### config.mk
export PLATFORM = sky130hd
export DESIGN_NAME = skip_subtractor_serial
export DESIGN_NICKNAME = d
export VERILOG_FILES = /design/src/rtl/skip_subtractor_serial.sv
export SDC_FILE = /design/constraint.sdc
export NUM_CORES = 1
export LEC_CHECK = 0
export BUFFER_PORTS_ARGS = -buffer_cell sky130_fd_sc_hd__buf_4
export CORE_UTILIZATION = 35
export DETAILED_ROUTE_END_ITERATION = 10
export SLEW_MARGIN = 5
export SYNTH_ARGS = -nofsm -noshare
export SYNTH_HDL_FRONTEND = slang
export SYNTH_SLANG_ARGS = --single-unit
export TNS_END_PERCENT = 100
### constraint.sdc
create_clock -name clk -period 3.6 [get_ports clk]
set_input_delay 0.72 -clock clk [delete_from_list [all_inputs] [get_ports clk]]
set_output_delay 0.72 -clock clk [all_outputs]
set_load 0.01 [all_outputs]
### src/rtl/skip_subtractor_serial.sv
// Group-serial carry-skip subtractor: d = a - b - bi, one GROUP-bit slice
// per clock, computed as a + ~b + ~bi with a per-group skip bypass.
//
// Ports:
//   clk, rst             clock, synchronous active-high reset
//   in_valid / in_ready  operand handshake (a, b, bi); ready only in IDLE
//   out_valid / out_ready result handshake (d, bo, ov, skip); valid in DONE
//   d     difference modulo 2^WIDTH
//   bo    borrow-out, 1 iff a < b + bi (unsigned)
//   ov    signed overflow
//   skip  bit g set when group g carry took the bypass path
module skip_subtractor_serial #(
  parameter  int WIDTH = 8,
  parameter  int GROUP = 4,
  localparam int NG    = WIDTH / GROUP
) (
  input  logic             clk,
  input  logic             rst,
  input  logic             in_valid,
  output logic             in_ready,
  input  logic [WIDTH-1:0] a,
  input  logic [WIDTH-1:0] b,
  input  logic             bi,
  output logic             out_valid,
  input  logic             out_ready,
  output logic [WIDTH-1:0] d,
  output logic             bo,
  output logic             ov,
  output logic [NG-1:0]    skip
);

  localparam int GW = (NG > 1) ? $clog2(NG) : 1;

  typedef enum logic [1:0] {
    IDLE,
    BUSY,
    DONE
  } state_e;

  state_e           state_q;
  logic [WIDTH-1:0] a_q, b_q, d_q;
  logic             c_q, bo_q, ov_q;
  logic [NG-1:0]    skip_q;
  logic [GW-1:0]    g_q;

  logic [GROUP-1:0] ag, bgn;
  logic [GROUP:0]   sum;
  logic             p, c_d, ov_d, last;
  int               base;

  always_comb begin
    base = int'(g_q) * GROUP;
    ag   = a_q[base +: GROUP];
    bgn  = ~b_q[base +: GROUP];
    sum  = {1'b0, ag} + {1'b0, bgn} + {{GROUP{1'b0}}, c_q};
    // All bits propagate iff a_g == b_g; carry then bypasses the ripple.
    p    = &(ag ^ bgn);
    c_d  = p ? c_q : sum[GROUP];
    // The last group holds the MSB, so its fresh sum bit is d[W-1].
    ov_d = (a_q[WIDTH-1] ^ b_q[WIDTH-1])
         & (sum[GROUP-1] ^ a_q[WIDTH-1]);
    last = (g_q == GW'(NG - 1));
  end

  always_ff @(posedge clk) begin
    if (rst) begin
      state_q <= IDLE;
      a_q     <= '0;
      b_q     <= '0;
      d_q     <= '0;
      c_q     <= 1'b0;
      bo_q    <= 1'b0;
      ov_q    <= 1'b0;
      skip_q  <= '0;
      g_q     <= '0;
    end else begin
      unique case (state_q)
        IDLE: begin
          if (in_valid) begin
            a_q     <= a;
            b_q     <= b;
            c_q     <= ~bi;
            g_q     <= '0;
            skip_q  <= '0;
            state_q <= BUSY;
          end
        end
        BUSY: begin
          d_q[base +: GROUP] <= sum[GROUP-1:0];
          skip_q[g_q]        <= p;
          c_q                <= c_d;
          if (last) begin
            bo_q    <= ~c_d;
            ov_q    <= ov_d;
            state_q <= DONE;
          end else begin
            g_q <= g_q + GW'(1);
          end
        end
        DONE: begin
          if (out_ready) state_q <= IDLE;
        end
        default: state_q <= IDLE;
      endcase
    end
  end

  assign in_ready  = (state_q == IDLE);
  assign out_valid = (state_q == DONE);
  assign d         = d_q;
  assign bo        = bo_q;
  assign ov        = ov_q;
  assign skip      = skip_q;

endmodule

==> results by group, run 1 <==
Worst setup path
  – Slowest stage cell, crit path: dfxtp_1
  – CP max stage delay: 0.68 ns
  – Startpoint types: register
  – Critical Path AT: 2.86 ns
  – Delay-heaviest family, CP: simple AND/OR/NAND/NOR gates
  – CP Capture Type: register
  – Critical Path Fanout Max: 15
  – Crit path cell chain: mux2i_1 > inv_1 > fa_1 > nand3b_1 > and3b_4 > or4b_4 > a311oi_2
  – Critical path type: register to register
  – Worst path required time: 3.79 ns
  – Buf+Inv Stages, Crit Path: 1

GRT
  – First-pass GRT wire length: 5060 µm
  – Overall Global Routing Usage: 0.155
  – Number of global-route vias before repair: 1188
  – Pin count of the biggest net entering global routing: 34
  – Global route total overflow: 0
  – Initial antenna violation count: 0

Floorplanning
  – Rows: 22
  – Initial core utilization: 0.380
  – Overall die height: 66.3 µm
  – CORE AREA: 0.00380 mm²
  – Die area: 0.00439 mm²
  – I/O pin total: 35
  – Width of the die: 66.3 µm

Clock network
  – Post-CTS setup repair buffer count: 0
  – CTS clk-pin slew, worst paths: 0.06 ns
  – Num CTS Buffers: 5
  – Maximum clock path buffer count: 2
  – Clk_lat worst skew: 0.28 ns
  – CTS Root Cell: clkbuf_8
  – Post-CTS Resized: 0
  – TritonCTS clock tree: built
  – CTS Sinks: 32
  – H-tree level count: 2
  – Cts hold-fix bufs: 0

Timing
  – Clk_skew: 0.00253 ns
  – Tmin final: 2.66 ns
  – Unrepaired setup endpoints after global routing: no
  – Final setup fails: 0
  – Fmax: 0.375 GHz
  – Period utilization: 0.740
  – Final hold violations: 0
  – Setup tns final: 0 ns
  – Fin. max-slew vios: 0
  – Slew HR: 0.371
  – Worst-margin pin slew: 0.940 ns

Synth
  – Synthesized area: 0.00145 mm²
  – Yosys warnings: 0
  – Synth Register Bits: 32
  – Synth cell types: 29
  – Gate Count Post-Synth: 170
  – Sequential area share after synthesis: 0.443
  – Mean area per synthesized cell: 8.50 µm²
  – Synth Net Count: 197

Routing
  – Drt pass-1 iters: 4
  – Number of vias per cell: 4.98
  – Final wirelength: 3130 µm
  – DR iter-0 viols: 68
  – Metal-1 WL: 1370 µm
  – DRC Markers: 0
  – Via count: 1255
  – WL per Instance: 12.4 µm
  – DR WL met3: 210 µm
  – WL met2: 1510 µm
  – Top Metal Used: met4
  – Final ANT Viol Nets: 0

Worst hold path
  – HP Class: register to register

Flow run
  – Max Cap Viol: 0

Status
  – Status: finished, final reports clean

Placed design
  – Placer Congestion: 0.747
  – Post-DP HPWL: 2340 µm
  – IO buf count: 34

Finish
  – Antenna Cells: 0
  – Nets: 231
  – Fraction of layout cells with a size suffix above 1: 0.221
  – Area grow syn2layout: 25.4%
  – Utilization after layout: 0.477

Power
  – Static leakage: 0.749 nW
  – Worst vdd ir: 0.210 mV
  – P per Cell Area: 453 mW/mm²
layout make-up:
| type | instances | area [µm²] |
|---|---|---|
| well taps | 48 | 60.1 |
| clock inverters | 1 | 5.00 |
| flip-flops and latches | 32 | 641 |
| clock buffers | 6 | 72.6 |
| repair buffers | 34 | 255 |
| multi-input cells | 124 | 752 |
| inverters | 7 | 26.3 |
| fillers | 388 | 1990 |
cell usage in the layout (no fill, tap or decap), types with 2 or more instances in the layout:
master	instances
dfxtp_1	32
a31oi_1	3
nand2b_1	6
o21ai_0	4
nor2b_1	3
a211oi_1	5
fa_1	2
mux2_2	2
mux2i_1	7
a21oi_1	22
or3_1	4
inv_1	7
buf_4	34
nor2_1	12
clkbuf_8	5
nand2_1	36
nand3b_1	3
ha_1	4
flip-flops by register name, indices dropped and copies added, names as in the netlist, named ones only:
register and flops:
d 8, a_q 8, bo 1, g_q 1
state_q 2, ov 1, skip 2, b_q 8
cells in the mapped netlist, drive strengths merged:
library cell / count / area share
a311oi: 1 / 0.010
o32ai: 1 / 0.0061
dfxtp: 32 / 0.44
mux2: 2 / 0.016
nand2: 36 / 0.094
and3b: 2 / 0.015
clkbuf: 6 / 0.016
buf: 1 / 0.0026
nor3: 1 / 0.0035
a21boi: 1 / 0.0052
fa: 2 / 0.028
nand2b: 6 / 0.026
nand3b: 3 / 0.016
nor2b: 3 / 0.013
or4b: 1 / 0.0095
mux2i: 7 / 0.048
or3: 4 / 0.017
o21ai: 4 / 0.014
a21oi: 22 / 0.076
a31oi: 3 / 0.013
a21o: 1 / 0.0052
inv: 7 / 0.018
nand4: 1 / 0.0043
a211oi: 5 / 0.026
nand3: 1 / 0.0035
xnor2: 1 / 0.0061
nor2: 12 / 0.031
ha: 4 / 0.035
path summary, 6_finish.rpt:
path           from  endpoint  slack, ns  cells past startpoint
max             g_q        ov       0.94                      7
min          b_q[2]    b_q[2]       0.45                      2
max reg2reg     g_q        ov       0.94                      7
min reg2reg  b_q[2]    b_q[2]       0.45                      2
worst min-delay path, stage by stage, from the launching register on:
cell and delay [ns]:
dfxtp_1 0.31, nand2_1 0.05, a21oi_1 0.05
logic make-up (layout without fill, tap and decap cells):
| group | count (synthesis) | after routing | share of synthesized area |
|---|---|---|---|
| simple gates | 70 | 70 | 0.232 |
| compound gates | 38 | 38 | 0.156 |
| flops | 32 | 32 | 0.443 |
| buf+inv | 14 | 48 | 0.0364 |
| mux | 9 | 9 | 0.0641 |
| fa+ha+maj | 6 | 6 | 0.0623 |
| xor+xnor | 1 | 1 | 0.00606 |
stage by stage:
stage          setup WS [ns]  hold WS (ns)  cell area (µm²)  instances  power [mW]
4_1_cts                0.910         0.457             1810        252       0.828
5_1_grt                0.769         0.481             1810        252       0.865
6_report               0.935         0.455             1810        252       0.820
3_5_place_dp           0.934         0.448             1730        245       0.577
2_1_floorplan          0.998         0.433             1450        170       0.512
3_3_place_gp            1.02         0.445             1730        245       0.569
power breakdown:
part / switching [mW] / leakage, nW / total [mW] / internal [mW]
logic: 0.0897 / 0.446 / 0.170 / 0.0800
clock network: 0.121 / 0.0410 / 0.252 / 0.131
registers: 0.0192 / 0.262 / 0.399 / 0.379
layer usage:
| metal | vias up | track usage |
|---|---|---|
| li1 | 645 | - |
| met2 | 34 | 0.278 |
| met5 | - | 0 |
| met1 | 571 | 0.168 |
| met4 | 0 | 0.0559 |
| met3 | 5 | 0.0534 |
No activity file was read; power rests on OpenSTA's default activity.
==> run 2: changes to the inputs <==
Clock period 3.6 ns to 2.4 ns, I/O delays scaled along.
==> results by group, run 2 (synthesis results as in run 1) <==
Placed design
  – Placed inst area: 0.00177 mm²
  – Cell Count Post-Placement: 250
  – Post-DP HPWL: 2400 µm
  – IO buf count: 34
  – Placer Congestion: 0.842

Floorplanning
  – Width of the die: 66.3 µm
  – Rows: 22
  – Die area: 0.00439 mm²
  – Overall die height: 66.3 µm
  – I/O pin total: 35
  – Initial core utilization: 0.380
  – CORE AREA: 0.00380 mm²

Routing
  – Number of vias per cell: 5.15
  – Via count: 1312
  – Drt pass-1 iters: 4
  – WL per Instance: 12.5 µm
  – DRC Markers: 0
  – Final ANT Viol Nets: 0
  – DR iter-0 viols: 74
  – Final wirelength: 3180 µm

Timing
  – Unrepaired setup endpoints after global routing: no
  – Clk_skew: 0.00379 ns
  – Tmin final: 2.28 ns
  – Period utilization: 0.948
  – Final setup fails: 0
  – Fin. max-slew vios: 0
  – Slew HR: 0.583
  – Worst-margin pin slew: 0.624 ns
  – Setup tns final: 0 ns
  – Final hold violations: 0
  – Fmax: 0.440 GHz

GRT
  – Pin count of the biggest net entering global routing: 34
  – Global route total overflow: 0
  – GR peak layer: met2
  – M3 GR Usage: 0.0414
  – Number of global-route vias before repair: 1172
  – Global Route met2 Usage: 0.261
  – Initial antenna violation count: 0
  – Overall Global Routing Usage: 0.155
  – M1 GR Usage: 0.182
  – First-pass GRT wire length: 5090 µm

Finish
  – Non-filler instance count after layout: 255
  – Most common cell after layout, fill and taps aside: buf_4
  – Register area: 644 µm²
  – Area grow syn2layout: 27.9%
  – Antenna Cells: 0
  – Commonest cells after routing, fill and taps aside: buf_4, nand2_1, dfxtp_1, a21oi_1, nor2_1
  – Final Instance Area: 0.00185 mm²
  – Nets: 236
  – Fraction of layout cells with a size suffix above 1: 0.246
  – Fillers: 386
  – Area of the multi-input gates: 756 µm²
  – Utilization after layout: 0.486

Clock network
  – CTS clk-pin slew, worst paths: 0.06 ns
  – Num CTS Buffers: 5
  – TritonCTS clock tree: built
  – Clk_lat worst skew: 0.27 ns
  – CTS Root Cell: clkbuf_8
  – H-tree level count: 2
  – Maximum clock path buffer count: 2
  – CTS Sinks: 32
  – Post-CTS setup repair buffer count: 0
  – Cts hold-fix bufs: 0

Worst setup path
  – Critical Path AT: 2.47 ns
  – CP max stage delay: 0.48 ns
  – Delay-heaviest family, CP: simple AND/OR/NAND/NOR gates
  – Critical path type: register to register
  – Critical Path Fanout Max: 5
  – Crit path cell chain: mux2i_2 > inv_1 > fa_1 > nand3b_1 > and3b_4 > or4b_4 > a311oi_2
  – CP Capture Type: register
  – Buf+Inv Stages, Crit Path: 1
  – Slowest stage cell, crit path: or4b_4
  – Startpoint types: register
  – Worst path required time: 2.59 ns

Worst hold path
  – HP Class: primary input to register

Power
  – Static leakage: 0.770 nW
  – Worst vdd ir: 0.339 mV
  – P per Cell Area: 662 mW/mm²

Status
  – Status: finished, final reports clean

Flow run
  – Max Cap Viol: 0
run 2: cell count changes in the layout (fill, tap and decap cells not counted), sizes merged:
| cell | change |
|---|---|
| buf | +5 |
| clkbuf | -1 |
| clkinv | -1 |
run 2: cell type report:
cell class                 instances  share of cell area
multi-input combinational        124               0.409
sequential                        32               0.349
timing repair buffer              39               0.158
clock buffer                       5              0.0372
tap                               48              0.0325
inverter                           7              0.0142
run 2: metal layers:
metal | part of all wire | vias up
li1 | - | 654
met5 | 0 | -
met4 | 0.012 | 0
met2 | 0.48 | 33
met1 | 0.46 | 620
met3 | 0.048 | 5
run 2: worst min-delay path, cell delays in order:
cell	delay [ns]
buf_4	0.11
nand2_1	0.05
a21oi_1	0.05
run 2: stage by stage:
| stage | power (mW) | setup slack (ns) | hold WS (ns) |
|---|---|---|---|
| 2_1_floorplan | 0.769 | 0.0347 | 0.433 |
| 3_3_place_gp | 0.867 | 0.107 | 0.447 |
| 3_5_place_dp | 0.877 | 0.0263 | 0.450 |
| 4_1_cts | 1.23 | 0.0133 | 0.450 |
| 5_1_grt | 1.29 | 0.00302 | 0.451 |
| 6_report | 1.22 | 0.125 | 0.452 |
run 2: timing repair:
item                       CTS  global route
setup endpoints to repair    0             3
hold endpoints to repair     0             0
resized for setup            0             3
run 2: power breakdown:
part	leakage [nW]	internal (mW)	switching (mW)	total [mW]
logic	0.471	0.132	0.141	0.272
registers	0.263	0.569	0.0257	0.595
clock network	0.0359	0.186	0.169	0.356
total	0.770	0.887	0.336	1.22
run 2: path summary, 6_finish.rpt:
check | startpoint | endpoint | slack (ns) | cells after the start
min | a[0] | a_q[0] | 0.45 | 3
max reg2reg | g_q | ov | 0.12 | 7
max | g_q | ov | 0.12 | 7
min reg2reg | a_q[1] | a_q[1] | 0.45 | 2
==> run 3: changes to the inputs <==
Clock period 2.4 ns to 2.6 ns, I/O delays scaled along.
==> results by group, run 3 (synthesis results as in run 1) <==
Power
  – Static leakage: 0.764 nW
  – P per Cell Area: 639 mW/mm²
  – Worst vdd ir: 0.283 mV

GRT
  – Pin count of the biggest net entering global routing: 34
  – Initial antenna violation count: 0
  – Global route total overflow: 0
  – Overall Global Routing Usage: 0.165
  – First-pass GRT wire length: 5380 µm
  – Number of global-route vias before repair: 1204

Worst setup path
  – Critical Path AT: 2.55 ns
  – FF-to-FF path depth: 7
  – Critical register-to-register path startpoint: g_q
  – Buf+Inv Stages, Crit Path: 1
  – Critical Path Fanout Max: 6
  – Delay-heaviest family, CP: simple AND/OR/NAND/NOR gates
  – Slowest stage cell, crit path: or4b_4
  – Crit path cell chain: mux2i_1 > inv_1 > fa_1 > nand3b_1 > and3b_4 > or4b_4 > a311oi_2
  – Critical path type: register to register
  – CP Capture Type: register
  – CP max stage delay: 0.48 ns
  – Worst path required time: 2.80 ns
  – R2R Setup Slk: 0.25 ns
  – Startpoint types: register
  – Worst reg2reg endpoint: ov

Timing
  – Slew HR: 0.591
  – Clk_skew: 0.00379 ns
  – Period utilization: 0.904
  – Fmax: 0.426 GHz
  – Final setup fails: 0
  – Tmin final: 2.35 ns
  – Worst setup slack after layout: 0.251 ns
  – Fin. max-slew vios: 0
  – Setup tns final: 0 ns
  – Unrepaired setup endpoints after global routing: no
  – Final hold violations: 0
  – Worst-margin pin slew: 0.612 ns

Clock network
  – H-tree level count: 2
  – Cts hold-fix bufs: 0
  – CTS Sinks: 32
  – TritonCTS clock tree: built
  – Num CTS Buffers: 5
  – Maximum clock path buffer count: 2
  – CTS clk-pin slew, worst paths: 0.06 ns
  – CTS Root Cell: clkbuf_8
  – Clk_lat worst skew: 0.28 ns

Finish
  – Nets: 233
  – Non-filler instance count after layout: 255
  – Fraction of layout cells with a size suffix above 1: 0.232
  – Antenna Cells: 0
  – Area grow syn2layout: 27.4%
  – Fillers: 391
  – Area of the multi-input gates: 752 µm²
  – Commonest cells after routing, fill and taps aside: nand2_1, buf_4, dfxtp_1, a21oi_1, nor2_1
  – Register area: 642 µm²

Routing
  – Number of vias per cell: 4.95
  – Final wirelength: 3200 µm
  – DR iter-0 viols: 48
  – Drt pass-1 iters: 4
  – Final ANT Viol Nets: 0
  – WL per Instance: 12.5 µm
  – Via count: 1263
  – DRC Markers: 0

Placed design
  – Pre-CTS setup slack: 0.150 ns
  – Placer Congestion: 0.867
  – Cell Count Post-Placement: 247
  – Post-DP HPWL: 2410 µm
  – IO buf count: 34

Worst hold path
  – Min-delay src: a_q[6]
  – HP Class: register to register
  – Hold Path End: a_q[6]
  – Hold Crit Depth: 2

Floorplanning
  – I/O pin total: 35
  – Overall die height: 66.3 µm
  – Die area: 0.00439 mm²
  – CORE AREA: 0.00380 mm²
  – Width of the die: 66.3 µm
  – Initial core utilization: 0.380
  – Rows: 22

Flow run
  – Max Cap Viol: 0

Status
  – Status: finished, final reports clean
==> run 3: changes by cell type in the layout (fill, tap and decap cells not counted), sizes merged <==
cell and change:
clkbuf +3, buf -3
==> run 3: cell type report <==
class	count	share of cell area
multi-input combinational	124	0.409
sequential	32	0.349
timing repair buffer	36	0.147
clock buffer	8	0.0489
tap	48	0.0326
inverter	7	0.0143
==> run 3: report_power, final <==
| part | total, mW | internal [mW] | leakage, nW | switching (mW) |
|---|---|---|---|---|
| clock network | 0.386 | 0.216 | 0.0455 | 0.170 |
| logic | 0.240 | 0.113 | 0.456 | 0.127 |
| registers | 0.550 | 0.525 | 0.262 | 0.0241 |
==> run 3: per-layer routing <==
metal,routed length (µm),track usage
met1,1470,0.184
met3,163,0.0638
met2,1540,0.288
met4,24,0.0479
met5,0,0
==> run 3: repair_timing <==
action / 4_1_cts / 5_1_grt
setup buffers: 0 / 0
setup endpoints to repair: 0 / 1
resized for setup: 0 / 1
==> run 3: worst min-delay path, cell delays in order (launching register included) <==
cell	delay, ns
dfxtp_1	0.31
nand2_1	0.05
a21oi_1	0.05
==> run 3: through the flow <==
step / hold WS [ns] / power (mW) / cell area [µm²] / util
floorplan: 0.433 / 0.709 / 1450 / -
global placement: 0.446 / 0.794 / 1750 / 0.460
detailed placement: 0.449 / 0.803 / 1750 / 0.460
CTS: 0.458 / 1.19 / 1840 / 0.484
global route: 0.473 / 1.25 / 1840 / 0.485
finish: 0.453 / 1.18 / 1840 / 0.485
==> run 3: worst max-delay path by stage <==
stage,startpoint,end,slack (ns),depth (start not counted)
global route,g_q,ov,0.07,7
floorplan,g_q,ov,0.18,8
global placement,g_q,ov,0.25,7
detailed placement,g_q,ov,0.15,7
CTS,g_q,ov,0.12,7
finish,g_q,ov,0.25,7
